[config.mk]
export PLATFORM = sky130hd
export DESIGN_NAME = serial_add_sub
export DESIGN_NICKNAME = d
export VERILOG_FILES = /design/src/rtl/serial_arith_pkg.sv /design/src/rtl/full_adder.sv /design/src/rtl/serial_add_sub.sv
export SDC_FILE = /design/constraint.sdc
export NUM_CORES = 1
export LEC_CHECK = 0
export BUFFER_PORTS_ARGS = -buffer_cell sky130_fd_sc_hd__buf_2
export CORE_UTILIZATION = 56
export DETAILED_ROUTE_END_ITERATION = 8
export HOLD_SLACK_MARGIN = 0.15
export PLACE_DENSITY = 0.86
export RECOVER_POWER = 25
export SYNTH_ARGS = -nofsm -noshare
export SYNTH_HDL_FRONTEND = slang
export SYNTH_SLANG_ARGS = --single-unit
[constraint.sdc]
create_clock -name clk -period 5.2 [get_ports clk]
set_clock_uncertainty 0.15 [all_clocks]
set_input_delay 1.04 -clock clk [delete_from_list [all_inputs] [get_ports clk]]
set_output_delay 1.04 -clock clk [all_outputs]
set_load 0.02 [all_outputs]
[src/rtl/serial_arith_pkg.sv]
// Shared definitions for the bit-serial arithmetic blocks: FSM state encodings
// and the helper that sizes the bit counter.
package serial_arith_pkg;

    typedef enum logic [1:0] {
        ST_IDLE = 2'd0,
        ST_RUN  = 2'd1,
        ST_DONE = 2'd2
    } state_t;

    localparam int DEFAULT_WIDTH = 8;

    // Bits needed to count 0..w-1, never less than one.
    function automatic int cnt_width(input int w);
        return (w <= 2) ? 1 : $clog2(w);
    endfunction

endpackage

[src/rtl/full_adder.sv]
// Single-bit full adder: the bit-slice datapath of the serial adder/subtractor.
module full_adder (
    input  logic a,
    input  logic b,
    input  logic c0,
    output logic s,
    output logic c
);

    assign s = a ^ b ^ c0;
    assign c = (a & b) | (a & c0) | (b & c0);

endmodule

[src/rtl/serial_add_sub.sv]
// Bit-serial two's-complement adder/subtractor: one bit per clock, LSB first,
// registered carry, WIDTH+1 cycles from accepted start to the done pulse.
module serial_add_sub
    import serial_arith_pkg::*;
#(
    parameter int WIDTH = DEFAULT_WIDTH
) (
    input  logic             clk,
    input  logic             rst,
    input  logic             start,
    input  logic             sub,
    input  logic [WIDTH-1:0] a,
    input  logic [WIDTH-1:0] b,
    output logic             busy,
    output logic             done,
    output logic [WIDTH-1:0] s,
    output logic             cout,
    output logic             ovf
);

    localparam int CNT_W = cnt_width(WIDTH);

    state_t             state;
    state_t             state_n;
    logic [WIDTH-1:0]   a_sr;
    logic [WIDTH-1:0]   b_sr;
    logic [WIDTH-1:0]   s_r;
    logic [CNT_W-1:0]   cnt;
    logic               carry;
    logic               cout_r;
    logic               ovf_r;
    logic               fa_s;
    logic               fa_c;
    logic               accept;
    logic               last_bit;

    full_adder u_full_adder (
        .a  (a_sr[0]),
        .b  (b_sr[0]),
        .c0 (carry),
        .s  (fa_s),
        .c  (fa_c)
    );

    assign accept   = start && (state == ST_IDLE || state == ST_DONE);
    assign last_bit = (cnt == CNT_W'(WIDTH - 1));

    // NOTE: every output of a combinational block gets a default first, so no
    // path through the case leaves it unassigned and no latch is inferred.
    always_comb begin
        state_n = state;
        case (state)
            ST_IDLE: if (accept) state_n = ST_RUN;
            ST_RUN:  if (last_bit) state_n = ST_DONE;
            ST_DONE: state_n = accept ? ST_RUN : ST_IDLE;
            default: state_n = ST_IDLE;
        endcase
    end

    // NOTE: sequential state is updated with non-blocking assignments so all
    // registers sample their inputs from before the edge, in any block order.
    always_ff @(posedge clk) begin
        if (rst) state <= ST_IDLE;
        else     state <= state_n;
    end

    // Control-visible registers: these carry defined reset values.
    always_ff @(posedge clk) begin
        if (rst) begin
            s_r    <= '0;
            cnt    <= '0;
            carry  <= 1'b0;
            cout_r <= 1'b0;
            ovf_r  <= 1'b0;
        end else if (accept) begin
            // Subtraction is a + ~b + 1: the +1 enters as the initial carry.
            s_r   <= '0;
            cnt   <= '0;
            carry <= sub;
        end else if (state == ST_RUN) begin
            s_r   <= {fa_s, s_r[WIDTH-1:1]};
            cnt   <= cnt + 1'b1;
            carry <= fa_c;
            if (last_bit) begin
                cout_r <= fa_c;
                ovf_r  <= carry ^ fa_c;
            end
        end
    end

    // NOTE: the operand shift registers are deliberately not reset; they are
    // always reloaded on an accepted start before any bit is consumed.
    always_ff @(posedge clk) begin
        if (accept) begin
            a_sr <= a;
            b_sr <= sub ? ~b : b;
        end else if (state == ST_RUN) begin
            a_sr <= {1'b0, a_sr[WIDTH-1:1]};
            b_sr <= {1'b0, b_sr[WIDTH-1:1]};
        end
    end

    assign busy = (state == ST_RUN);
    assign done = (state == ST_DONE);
    assign s    = s_r;
    assign cout = cout_r;
    assign ovf  = ovf_r;

endmodule

==> After elaboration in Yosys (flattened, before gate mapping) <==
Index checks and enable logic that the tools add are counted.
{ "classes": {"add_sub_neg": 1, "eq_ne": 5, "mux": 11, "n_bitwise": 10, "n_reduce_logical": 7} }
{ "op_table": {"columns": ["op", "n"], "rows": [
  ["two-way mux 8 bit", 5],
  ["inverter 8 bit", 1],
  ["case mux 2 bit (3 select lines)", 1],
  ["two-way mux 2 bit", 2],
  ["adder 3 x 1 -> 3 bit, second input constant", 1],
  ["AND 1 bit", 3],
  ["== test 3 bit, second input constant", 1],
  ["two-way mux 1 bit", 3],
  ["AND reduction 3 bit", 1],
  ["bitwise XOR 1 bit", 3],
  ["== test 2 x 1 -> 1 bit, second input constant", 1],
  ["== test 2 bit, second input constant", 1],
  ["zero test 2 bit", 1],
  ["inequality test 2 x 1 -> 1 bit, second input constant", 1],
  ["inequality test 2 bit, second input constant", 1],
  ["OR 1 bit", 2],
  ["AND reduction 2 bit", 1],
  ["nonzero test 2 bit", 1],
  ["OR reduction 2 bit", 1],
  ["logical AND 1 bit", 1],
  ["logical OR 1 bit", 1],
  ["inverter 1 bit", 1]
]} }
{ "word_totals": {"reg_bits": 32, "inputBits": 20, "output_inout_bits": 12, "elab_cells": 42} }

==> Depth between registers and ports, before layout <==
{ "depth": {"word_depth": 5, "mapped_depth": 5, "ltp_nobuf": 5} }

==> By module <==
Synthesis repeated with hierarchy kept, for this count alone.
{ "hier_totals": {"cells_unflattened": 126, "hier_area_um2": 1443.9} }
{ "modules_own_cells": {"columns": ["mod", "n_inst", "cells_each", "area_per_inst_um2", "seq_area_each_um2"], "rows": [
  ["serial_add_sub", 1, 125, 1423.9, 800.8],
  ["full_adder", 1, 1, 20.0, 0.0]
]} }

==> Worst setup path after synthesis <==
Ideal clock, no wire load.
{ "synth_timing": {"path_type": "input-to-reg", "from": "input port start", "to": "register a_sr[0], enable pin", "setup_time_ns": 0.372, "t_arrival_ns": 1.749, "required_time_ns": 4.678, "setup_slack_ns": 2.929, "path_stages": 4, "path_buffers": 2, "cell_sequence": "nand2b_4 -> buf_12 -> buf_4 -> nand2_1"} }
{ "synth_between": {"elab_chain_len": 2} }
{ "synth_lines": {"columns": ["element", "line_no", "text"], "rows": [
  ["from (decl)", "serial_add_sub.sv:10", "input logic start,"],
  ["logical AND 1 bit", "serial_add_sub.sv:45", "assign accept = start && (state == ST_IDLE || state == ST_DONE);"],
  ["nonzero test 2 bit (no line)", null, null],
  ["to (signal assigned)", "serial_add_sub.sv:98", "a_sr <= {1'b0, a_sr[WIDTH-1:1]};"],
  ["to (decl)", "serial_add_sub.sv:25", "logic [WIDTH-1:0] a_sr;"]
]} }
Every way passes these cells.
A chain may end at the register's enable or synchronous reset.

==> Worst setup path in the final report <==
{ "layout_timing": {"from": "register state[1]", "to": "output port busy"} }
{ "layout_between": {"elab_chain_len": 1} }
{ "layout_lines": {"columns": ["element", "line_no", "text"], "rows": [
  ["from (decl)", "serial_add_sub.sv:23", "state_t state;"],
  ["from (signal assigned)", "serial_add_sub.sv:64", "else state <= state_n;"],
  ["== test 2 x 1 -> 1 bit", "serial_add_sub.sv:103", "assign busy = (state == ST_RUN);"],
  ["to (decl)", "serial_add_sub.sv:14", "output logic busy,"]
]} }
Every way passes these cells.

==> metrics.md <==
| Metric | Value |
|---|---|
| Outcome | finished, final reports clean |
| Layout cells sized above 1 | between 20% and 30% |
| Post-Syn Nets | 149 |
| First-pass GRT wire length | about 3.6 mm |
| Max Cap Violations | 0 |
| Largest net degree at the start of global routing | 29 |
| Post-Synthesis Cells | between 100 and 150 |
| Overall routing resource usage | approximately a fifth |
| DP Wirelength | about 1.7 mm |
| Critical Path RT | around 4.0 ns |
| Setup bufs post-CTS | 0 |
| Final cycle utilization of the critical path | between 50% and 60% |
| Worst Tran Pin Value | roughly 0.97 ns |
| Total grt overflow | 0 |
| Hold_buf cts | 0 |
| Startpoint Class | flop |
| Drt drc | 0 |
| Min-delay worst type | reg -> reg |
| Vias in the first global route | approximately 850 |
| Initial DRC count | 15 |
| CP max FO | 15 |
| Fin. Hold Viols | 0 |
| Largest cells by area after synthesis | edfxtp_1, dfxtp_1, nand2_1 |
| Synth Flop Type | edfxtp_1 |
| Htree depth | 2 |
| PwrDens | approximately 320 nW/um^2 |
| Worst-Skew Late Latency | approximately 0.33 ns |
| Max incr delay on CP | about 0.49 ns |
| Most instantiated cells after synthesis | nand2_1, dfxtp_1, edfxtp_1, a21oi_1, xnor2_1 |
| Synth warnings | 0 |
| Post-synth EDFFs | 16 |
| Crit path capture type | output port |
| Setup Total Neg Slack | 0 ns |
| Post-route antenna net violation count | 0 |
| Vias per cell | 5.11 |
| Slew margin rel. | 35.0% |
| Worst slack at placement | 2.74 ns |
| Layout overhead on the synthesized area | 10.2% |
| Seq/Total Area, Yosys | between 50% and 60% |
| Largest area contributor in the synthesized netlist | edfxtp_1 |
| WL final | between 2 and 2.5 mm |
| Yosys top cell area share | about 33% |
| Async S/R FF share, synth | 0% |
| Root buffer cell | clkbuf_4 |
| Max-slew violation count | 0 |
| Core Region | 2450 sq um |
| Final WS setup | between 2 and 2.5 ns |
| # setup viols final | 0 |
| CTS resizes | 0 |
| Buffers added on ports | 31 |
| Nets | 180 |
| Die width | 52.8 um |
| GPL Wtd Cong | 0.758 |
| Critical path data arrival time | ~1.8 ns |
| Initial Utilization | between 50% and 60% |
| Worst Setup Path Type | reg -> out |
| VDD IR-drop max | 0.242 mV |
| Die height | between 50 and 60 um |
| TritonCTS clock tree | built |
| Initial antenna violation count | 0 |
| CTS Buffer Depth | 2 |
| Via count | between 900 and 1,000 |
| Boundary Pins | 32 |
| Synth Cell Area | around 1400 sq um |
| #FFs+latches synth | 32 |
| RSZ-0062 raised after global routing | no |
| Worst path slowest cell | nand2b_1 |
| Max Clk Rate | around 330 MHz |
| Critical path, cell by cell | nand2b_1 > inv_1 > buf_2 |
| Yosys cell types | 24 |
| Mean Syn Cell Area | 11.5 sq um |
| Routed WL per cell | roughly 12 um |
| Initial DRT Pass Iterations | 4 |
| Leakage | ~0.65 nW |
| Num CTS Buffers | 5 |
| Row count | 18 |
| Ant. Diodes | 0 |
| Clk pin slew, worst setup/hold paths | 0.09 ns |
| Clock sink total | 32 |
| Post-route minimum period | 3.03 ns |
| Die area | between 2000 and 3000 sq um |
| Count leader, synth | nand2_1 |
flip-flops by register name (all words and copies together) (netlist names):
signal,count
a_sr,8
b_sr,8
carry,1
cnt,3
cout,1
ovf,1
s,8
state,2
routing by layer:
metal | wire [um] | GRT usage (%) | up-vias
li1 | - | - | 488
met1 | 971 | 20.9 | 442
met2 | 1220 | 31.4 | 29
met3 | 131 | 8.12 | 2
met4 | 6 | 7.89 | 0
met5 | 0 | 0 | -
critical path: cells and delay by family (launching register included):
kind / cells / cell delay [ns]
DFF: 1 / 0.36
and+or+nand+nor: 1 / 0.49
buffers and inverters: 2 / 0.66
metrics by stage:
stage / utilization (%) / instance area (sq um) / cells / hold WS (ns) / power [mW]
after floorplan: - / 1440 / 126 / 0.287 / 0.362
after global placement: 63.4 / 1560 / 180 / 0.287 / 0.369
after detailed placement: 63.4 / 1560 / 180 / 0.295 / 0.374
after CTS: 65.7 / 1610 / 188 / 0.307 / 0.517
after global routing: 64.8 / 1590 / 188 / 0.325 / 0.534
final: 64.8 / 1590 / 188 / 0.305 / 0.509
kinds of logic after synthesis:
logic type / count (synthesis) / share of synthesized area (%)
AOI/OAI and AO/OA: 21 / 8.49
DFF: 32 / 55.5
adders and majority gates: 3 / 3.12
xor gates and xnor gates: 10 / 6.07
and+or+nand+nor: 44 / 15.3
buffers and inverters: 9 / 6.15
muxes: 7 / 5.46
layout by cell type, fill, tap and decap left out, drive strengths merged:
cell type	instances
edfxtp	16
fa	1
o21ai	7
o21a	1
nand2	30
xor2	1
dfxtp	16
nand3	2
a21oi	12
xnor2	9
nor3	1
o22ai	1
inv	2
nand2b	3
mux2	7
nor2	5
clkbuf	8
nand3b	1
nor3b	1
buf	31
and2b	1
ha	2
power breakdown:
group	internal (mW)	switching (mW)	total, mW
clock	0.0666	0.0783	0.145
combinational	0.0289	0.0368	0.0657
sequential	0.291	0.00806	0.299
worst paths after layout:
path | from | endpoint | slack [ns] | cells after the start
max | state[1]$_SDFFE_PP0P_ | busy | 2.17 | 3
min | ovf$_SDFFE_PP0P_ | ovf$_SDFFE_PP0P_ | 0.31 | 2
max reg2reg | state[0]$_SDFFE_PP0P_ | a_sr[3]$_DFFE_PP_ | 2.82 | 2
min reg2reg | ovf$_SDFFE_PP0P_ | ovf$_SDFFE_PP0P_ | 0.31 | 2
final cells by class:
class / count / area, sq um
Clock buffer: 8 / 58.8
Fill cell: 201 / 863
Inverter: 2 / 7.51
Multi-Input combinational cell: 85 / 532
Sequential cell: 32 / 801
Tap cell: 30 / 37.5
Timing Repair Buffer: 31 / 155
Power figures use the tool's default switching activity.
